### config.mk
export PLATFORM = sky130hd
export DESIGN_NAME = mul_chain_acc
export DESIGN_NICKNAME = d
export VERILOG_FILES = /design/src/rtl/mul_chain_pkg.sv /design/src/rtl/mul_chain_acc_sat_add.sv /design/src/rtl/mul_chain_acc.sv
export SDC_FILE = /design/constraint.sdc
export NUM_CORES = 1
export LEC_CHECK = 0
export ABC_CLOCK_PERIOD_IN_PS = 6960
export BUFFER_PORTS_ARGS = -buffer_cell sky130_fd_sc_hd__buf_2
export CORE_MARGIN = 2
export CORE_UTILIZATION = 60
export CTS_BUF_LIST = sky130_fd_sc_hd__clkbuf_2
export DETAILED_ROUTE_END_ITERATION = 7
export GPL_TIMING_DRIVEN = 0
export PLACE_DENSITY = 0.83
export SLEW_MARGIN = 20
export SYNTH_ARGS = -nofsm -noshare
export SYNTH_HDL_FRONTEND = slang
export SYNTH_SLANG_ARGS = --single-unit
### constraint.sdc
create_clock -name clk -period 6.96 [get_ports clk]
set_input_delay 2.088 -clock clk [delete_from_list [all_inputs] [get_ports clk]]
set_output_delay 2.088 -clock clk [all_outputs]
set_load 0.05 [all_outputs]
### src/rtl/mul_chain_pkg.sv
// Shared constants and FSM state type for the multiply-chain block accumulator.
package mul_chain_pkg;

    localparam int unsigned PROD_W    = 32;
    localparam int unsigned ACC_W_DEF = 40;
    localparam int unsigned CNT_W_DEF = 8;

    typedef enum logic {
        ST_IDLE  = 1'b0,
        ST_ACCUM = 1'b1
    } state_t;

endpackage

### src/rtl/mul_chain_acc_sat_add.sv
// Combinational saturating adder: ACC_W accumulator plus 32-bit unsigned addend,
// pinned at all-ones once an overflow has occurred (sticky-in) or occurs now.
module sat_add
    import mul_chain_pkg::*;
#(
    parameter int unsigned ACC_W = ACC_W_DEF
) (
    input  logic [ACC_W-1:0]  acc_in,
    input  logic [PROD_W-1:0] addend,
    input  logic              sticky_in,
    output logic [ACC_W-1:0]  sum_out,
    output logic              ovf_out
);

    logic [ACC_W:0] sum;

    always_comb begin
        sum     = {1'b0, acc_in} + {{(ACC_W + 1 - PROD_W){1'b0}}, addend};
        ovf_out = sum[ACC_W] | sticky_in;
        sum_out = ovf_out ? '1 : sum[ACC_W-1:0];
    end

endmodule

### src/rtl/mul_chain_acc.sv
// Block accumulator behind the multiply chain: sums products per in_last-delimited
// block with saturation, and presents each block on a one-entry valid/ready slot.
module mul_chain_acc
    import mul_chain_pkg::*;
#(
    parameter int unsigned ACC_W = ACC_W_DEF,
    parameter int unsigned CNT_W = CNT_W_DEF
) (
    input  logic              clk,
    input  logic              reset_n,
    input  logic              in_valid,
    input  logic [31:0]       y_in,
    input  logic              in_last,
    output logic              in_ready,
    output logic              out_valid,
    input  logic              out_ready,
    output logic [ACC_W-1:0]  out_data,
    output logic [CNT_W-1:0]  out_count,
    output logic              out_ovf
);

    state_t             state_q, state_d;
    logic [ACC_W-1:0]   acc_q, acc_d;
    logic [CNT_W-1:0]   cnt_q, cnt_d;
    logic               ovf_q, ovf_d;
    logic               out_valid_q, out_valid_d;
    logic [ACC_W-1:0]   out_data_q, out_data_d;
    logic [CNT_W-1:0]   out_count_q, out_count_d;
    logic               out_ovf_q, out_ovf_d;

    logic               beat_acc;
    logic [ACC_W-1:0]   acc_base;
    logic [ACC_W-1:0]   acc_new;
    logic               ovf_new;
    logic [CNT_W-1:0]   cnt_new;

    // In IDLE the adder starts from zero, so a block never inherits stale state.
    assign acc_base = (state_q == ST_IDLE) ? '0 : acc_q;

    sat_add #(
        .ACC_W (ACC_W)
    ) u_sat_add (
        .acc_in    (acc_base),
        .addend    (y_in),
        .sticky_in (ovf_q),
        .sum_out   (acc_new),
        .ovf_out   (ovf_new)
    );

    always_comb begin
        in_ready    = !out_valid_q || out_ready;
        beat_acc    = in_valid && in_ready;
        cnt_new     = (cnt_q == '1) ? cnt_q : cnt_q + CNT_W'(1);

        state_d     = state_q;
        acc_d       = acc_q;
        cnt_d       = cnt_q;
        ovf_d       = ovf_q;
        out_valid_d = out_valid_q;
        out_data_d  = out_data_q;
        out_count_d = out_count_q;
        out_ovf_d   = out_ovf_q;

        if (out_valid_q && out_ready) begin
            out_valid_d = 1'b0;
        end

        if (beat_acc) begin
            if (in_last) begin
                out_valid_d = 1'b1;
                out_data_d  = acc_new;
                out_count_d = cnt_new;
                out_ovf_d   = ovf_new;
                acc_d       = '0;
                cnt_d       = '0;
                ovf_d       = 1'b0;
                state_d     = ST_IDLE;
            end else begin
                acc_d       = acc_new;
                cnt_d       = cnt_new;
                ovf_d       = ovf_new;
                state_d     = ST_ACCUM;
            end
        end
    end

    always_ff @(posedge clk or negedge reset_n) begin
        if (!reset_n) begin
            state_q     <= ST_IDLE;
            acc_q       <= '0;
            cnt_q       <= '0;
            ovf_q       <= 1'b0;
            out_valid_q <= 1'b0;
            out_data_q  <= '0;
            out_count_q <= '0;
            out_ovf_q   <= 1'b0;
        end else begin
            state_q     <= state_d;
            acc_q       <= acc_d;
            cnt_q       <= cnt_d;
            ovf_q       <= ovf_d;
            out_valid_q <= out_valid_d;
            out_data_q  <= out_data_d;
            out_count_q <= out_count_d;
            out_ovf_q   <= out_ovf_d;
        end
    end

    assign out_valid = out_valid_q;
    assign out_data  = out_data_q;
    assign out_count = out_count_q;
    assign out_ovf   = out_ovf_q;

endmodule

# --- Word level (Yosys, flattened, before mapping) ---
# Index checks and enable logic that the tools add are counted.
totals:
  regBits: 100
  out_inout_bits: 51
  elab_cells: 27
op_classes:
  n_addsub: 2
  n_eq_ne: 1
  muxes: 10
  bitwise: 1
  n_reduce_logical: 5
ops:
  columns: ["operator", "count"]
  rows:
  - ["$mux W40", 3]
  - ["$add A40 B32 Y41", 1]
  - ["$mux W8", 2]
  - ["$add A8 B1 Y8 const B", 1]
  - ["$eq A8 B8 Y1 const B", 1]
  - ["$mux W1", 5]
  - ["$logic_and A1 B1 Y1", 2]
  - ["$reduce_and A2 Y1", 1]
  - ["$logic_not A1 Y1", 1]
  - ["$logic_or A1 B1 Y1", 1]
  - ["$or A1 B1 Y1", 1]

# --- Longest topological paths before layout ---
depth:
  ltp_word: 5
  ltp_mapped: 15
  depth_no_buf: 11

# --- Hierarchy ---
# Synthesis repeated with hierarchy kept, for this count alone.
hier_totals:
  cells_unflattened: 809
  hier_area_um2: 6475.0
modules_own_cells:
  columns: ["mod", "instances", "cells_per_inst", "area_each_um2"]
  rows:
  - ["mul_chain_acc", 1, 495, 4377.9]
  - ["sat_add", 1, 314, 2097.0]

# --- Worst setup path after synthesis ---
# No wires, ideal clock.
synth_timing:
  path_kind: "input-to-output"
  startpoint: "in out_ready"
  endpoint: "out in_ready"
  arrival_ns: 2.535
  required_time_ns: 4.872
  path_slack_ns: 2.337
  path_stages: 1
  path_buffers: 0
  path_cell_list: "nand2b_1"
synth_between:
  elab_chain_len: 1
synth_rtl:
  columns: ["element", "line", "text"]
  rows:
  - ["from (decl)", "mul_chain_acc.sv:16", "input logic out_ready,"]
  - ["$logic_or A1 B1 Y1", "mul_chain_acc.sv:51", "in_ready = !out_valid_q || out_ready;"]
  - ["to (decl)", "mul_chain_acc.sv:14", "output logic in_ready,"]
# No other way between the ends.

# --- Worst setup path in the final report ---
layout_timing:
  startpoint: "in y_in[0]"
  endpoint: "reg out_data_q[22] (netlist: out_data[22])"
layout_between:
  elab_chain_len: 3
layout_rtl:
  columns: ["element", "line", "text"]
  rows:
  - ["from (decl)", "mul_chain_acc.sv:12", "input logic [31:0] y_in,"]
  - ["$add A40 B32 Y41 (*)", "mul_chain_acc_sat_add.sv:18", "sum = {1'b0, acc_in} + {{(ACC_W + 1 - PROD_W){1'b0}}, addend};"]
  - ["$or A1 B1 Y1", "mul_chain_acc_sat_add.sv:19", "ovf_out = sum[ACC_W] | sticky_in;"]
  - ["$mux W40 (*)", "mul_chain_acc_sat_add.sv:20", "sum_out = ovf_out ? '1 : sum[ACC_W-1:0];"]
  - ["to (signal assigned)", "mul_chain_acc.sv:103", "out_data_q <= out_data_d;"]
  - ["to (decl)", "mul_chain_acc.sv:27", "logic [ACC_W-1:0] out_data_q, out_data_d;"]
# Every way passes the cells marked *; elsewhere a longest branch is shown, timed or not.
# A chain may end at the register's enable or synchronous reset.

==> results.py <==
metrics = {
    "routing": {
        "drt-total-wl_um": 17600,
        "drt-met1-wl_um": 7650,
        "wl_met2_um": 8240,
        "drt_iter0_markers": 522,
        "via_per_inst": 6.15,
        "avgRoutedWirePerCell_um": 17.9,
        "dr.pass1.iters": 5,
        "drc": 0,
        "route.met3.wl_um": 1240,
        "num_vias": 6042,
        "topRoutingLayerUsed": "met4",
        "antenna_left": 0,
    },
    "yosys": {
        "synth_area_sq_mm": 0.00627,
        "synth.distinct_cells": 58,
        "synth-seq-cells": 100,
        "synthesis.instances": 743,
        "async_reset_ff_share_pct": 100,
        "synth_fp_nets": 814,
        "synthFlopType": "dfrtp_1",
        "yosysWarnings": 0,
        "syn_area_per_cell_sq_um": 8.45,
        "yosysSeqAreaShare_pct": 39.9,
        "synth_edf_count": 0,
    },
    "clock_network": {
        "numCtsBuffers": 9,
        "htree_levels": 3,
        "clkLatencyLatePin_ns": 0.66,
        "post_cts_buffers": 0,
        "cts_buffer_depth": 2,
        "cts_tree": "done",
        "clock-sinks": 100,
        "cts.hold.buffers_added": 0,
        "cts_resized": 0,
        "root_buffer": "clkbuf_2",
        "path_clk_slew_ns": 0.25,
    },
    "setup_path": {
        "critPathTopFamily": "compound AO/OA/AOI/OAI gates",
        "reg2reg_from": "state_q$_DFFE_PN0P_",
        "arrival_ns": 5.18,
        "cp_slowest_stage_delay_ns": 0.43,
        "startpoint": "y_in[0]",
        "worst-path-buf-inv": 3,
        "worstSetupPathType": "input pin to flip-flop",
        "cp-end-kind": "flip-flop",
        "setup.worst_path.start_class": "input pin",
        "crit_chain": "buf_2, ha_1, fa_1, a21o_1, a221oi_2, o31a_1, o21a_4, o211a_1, buf_2, buf_2, a31oi_1",
        "crit_path_frequent_cell": "buf_2",
        "required_ns": 7.46,
        "crit_slowest_cell": "a221oi_2",
        "worst-path-max-fanout": 10,
    },
    "final_layout": {
        "fill_cells": 871,
        "register_area_sq_mm": 0.00250,
        "n_antenna_cell": 0,
        "nets": 912,
        "finish.utilization_pct": 69.0,
        "area_growth_pct": 12.5,
        "multi_input_area_sq_mm": 0.00358,
        "fin_cells": 982,
        "drive_above_1_share_pct": 14.2,
    },
    "power": {
        "peakVddDrop_mv": 0.210,
        "pwr_density_cell_mw_per_mm2": 316,
        "intPower_w": 0.00117,
        "leakage_nw": 3.28,
        "seqPwrFrac_pct": 36.2,
        "swShare_pct": 47.5,
        "pwr-share-comb_pct": 48.6,
        "total_power_w": 0.00223,
        "p_switching_w": 0.00106,
        "clkPwrFrac_pct": 15.2,
    },
    "die": {
        "start_util_pct": 61.3,
        "die_h_um": 106,
        "die_area_sq_mm": 0.0113,
        "fp-row-count": 37,
        "boundaryPins": 88,
        "coreArea_sq_mm": 0.0102,
        "die_w_um": 106,
    },
    "timing": {
        "final_hold_viol_count": 0,
        "rsz0062_at_grt": "no",
        "setup_viol": 0,
        "finalSetupTns_ns": 0,
        "fin_crit_sh_pct": 67.2,
        "slew_viol_final": 0,
        "hold_ws_ns": 0.513,
        "fmax_mhz": 214,
        "layout_min_cycle_time_ns": 4.68,
        "tightest_slew_ns": 0.850,
        "fin_skew_ns": 0.0519,
        "slew_headroom_pct": 43.3,
    },
    "place": {
        "numPortBuffers": 86,
        "dp_hpwl_um": 13300,
        "place_congestion": 0.959,
        "dp.cells": 966,
    },
    "grt": {
        "grt_pass1_wl_um": 29000,
        "grt_max_degree": 70,
        "grt_pass1_vias": 5785,
        "grt.total_usage_pct": 32.6,
        "overflow": 0,
        "antenna_found_initial": 0,
    },
    "run_status": {
        "status": "finished, final reports clean",
    },
    "flow_run": {
        "timing.max_cap.violations": 0,
    },
    "worst_hold_path": {
        "holdCritStartpoint": "acc_q[21]$_DFFE_PN0P_",
        "worst_hold_path_type": "flip-flop to flip-flop",
    },
}
## cell usage after synthesis, types with 16 or more instances
cell type | number | area share, %
o21ai_0 | 94 | 7.5
clkbuf_1 | 31 | 1.9
a31oi_1 | 16 | 1.6
a21oi_1 | 55 | 4.4
xnor2_1 | 23 | 3.2
and2_1 | 36 | 3.6
dfrtp_1 | 100 | 40
nand2_1 | 109 | 6.5
nand3_1 | 17 | 1.4
ha_1 | 33 | 6.6
nor2_1 | 69 | 4.1
a21o_1 | 16 | 1.9
## state kept, by name, indices dropped and copies added (netlist names)
name and cells:
ovf_q 1, out_data 40, out_ovf 1, out_valid 1
acc_q 40, out_count 8, cnt_q 8, state_q 1
## cell families after synthesis
group	count (synthesis)	share of synthesized area [%]
AO/OA/AOI/OAI	241	23.8
XOR/XNOR	35	4.89
adder cells (fa/ha/maj)	34	6.90
buffers and inverters	49	3.05
flip-flops	100	39.9
multiplexers	7	1.16
AND/OR/NAND/NOR	277	20.3
## power by group through the flow
stage | combinational, W | clock [W] | sequential [W]
floorplan | 0.000508 | 0 | 0.00111
global placement | 0.00105 | 0 | 0.000811
detailed placement | 0.00107 | 0 | 0.000817
CTS | 0.00108 | 0.000343 | 0.000805
global route | 0.00117 | 0.000365 | 0.000824
finish | 0.00109 | 0.000339 | 0.000807
## routing by layer
layer,up-vias,track usage (%)
li1,2831,-
met3,35,6.38
met5,-,0
met1,2934,44.3
met2,242,52.3
met4,0,11.4
## worst register-to-register path, cell delays in order (launching register included)
cell	delay, ns
dfrtp_1	0.48
clkbuf_1	0.23
clkbuf_1	0.28
clkbuf_1	0.28
and2_1	0.20
ha_1	0.22
fa_1	0.41
a21o_1	0.22
a221oi_2	0.43
o31a_1	0.33
o21a_4	0.24
o211a_1	0.34
buf_2	0.34
buf_2	0.31
a31oi_1	0.13
## area by class of cell
cell class              count  share of cell area, %
plain buffers              38                   2.13
clock buffers              10                  0.709
clock inverters             6                   1.42
inverters                  11                  0.585
multi-input cells         594                   50.7
flip-flops and latches    100                   35.4
well taps                 136                   2.41
repair buffers             87                   6.58
## through the flow
step / setup slack (ns) / cell area, sq um
finish: 2.28 / 7060
detailed placement: 1.66 / 6910
global route: 2.12 / 7060
CTS: 2.29 / 7060
global placement: 1.77 / 6880
floorplan: 2.34 / 6270
## path summary, 6_finish.rpt
check | end | cells past startpoint | slack [ns]
setup / recovery | out_data[22]$_DFFE_PN0P_ | 11 | 2.28
hold / removal | acc_q[21]$_DFFE_PN0P_ | 1 | 0.51
setup reg to reg | out_data[22]$_DFFE_PN0P_ | 14 | 2.38
hold reg to reg | acc_q[21]$_DFFE_PN0P_ | 1 | 0.51
max in group asynchronous | out_data[22]$_DFFE_PN0P_ | 2 | 5.02
min in group asynchronous | out_data[0]$_DFFE_PN0P_ | 1 | 1.23
## layout by cell type, fill, tap and decap left out, types with 4 or more instances in the layout
cell	instances
a211oi_1	6
a21o_1	16
a21oi_1	55
a22o_1	5
a31oi_1	16
and2_1	36
and3_1	5
buf_2	91
clkbuf_1	31
clkbuf_2	10
dfrtp_1	100
ha_1	33
inv_1	11
mux2i_1	5
nand2_1	109
nand3_1	17
nand4_1	8
nor2_1	69
nor3_1	10
nor3b_1	4
o211ai_1	5
o21a_1	5
o21ai_0	94
o21bai_1	5
o22a_1	5
or3_1	5
xnor2_1	23
xor2_1	12
Note: power is estimated with default switching activity, not from simulation.
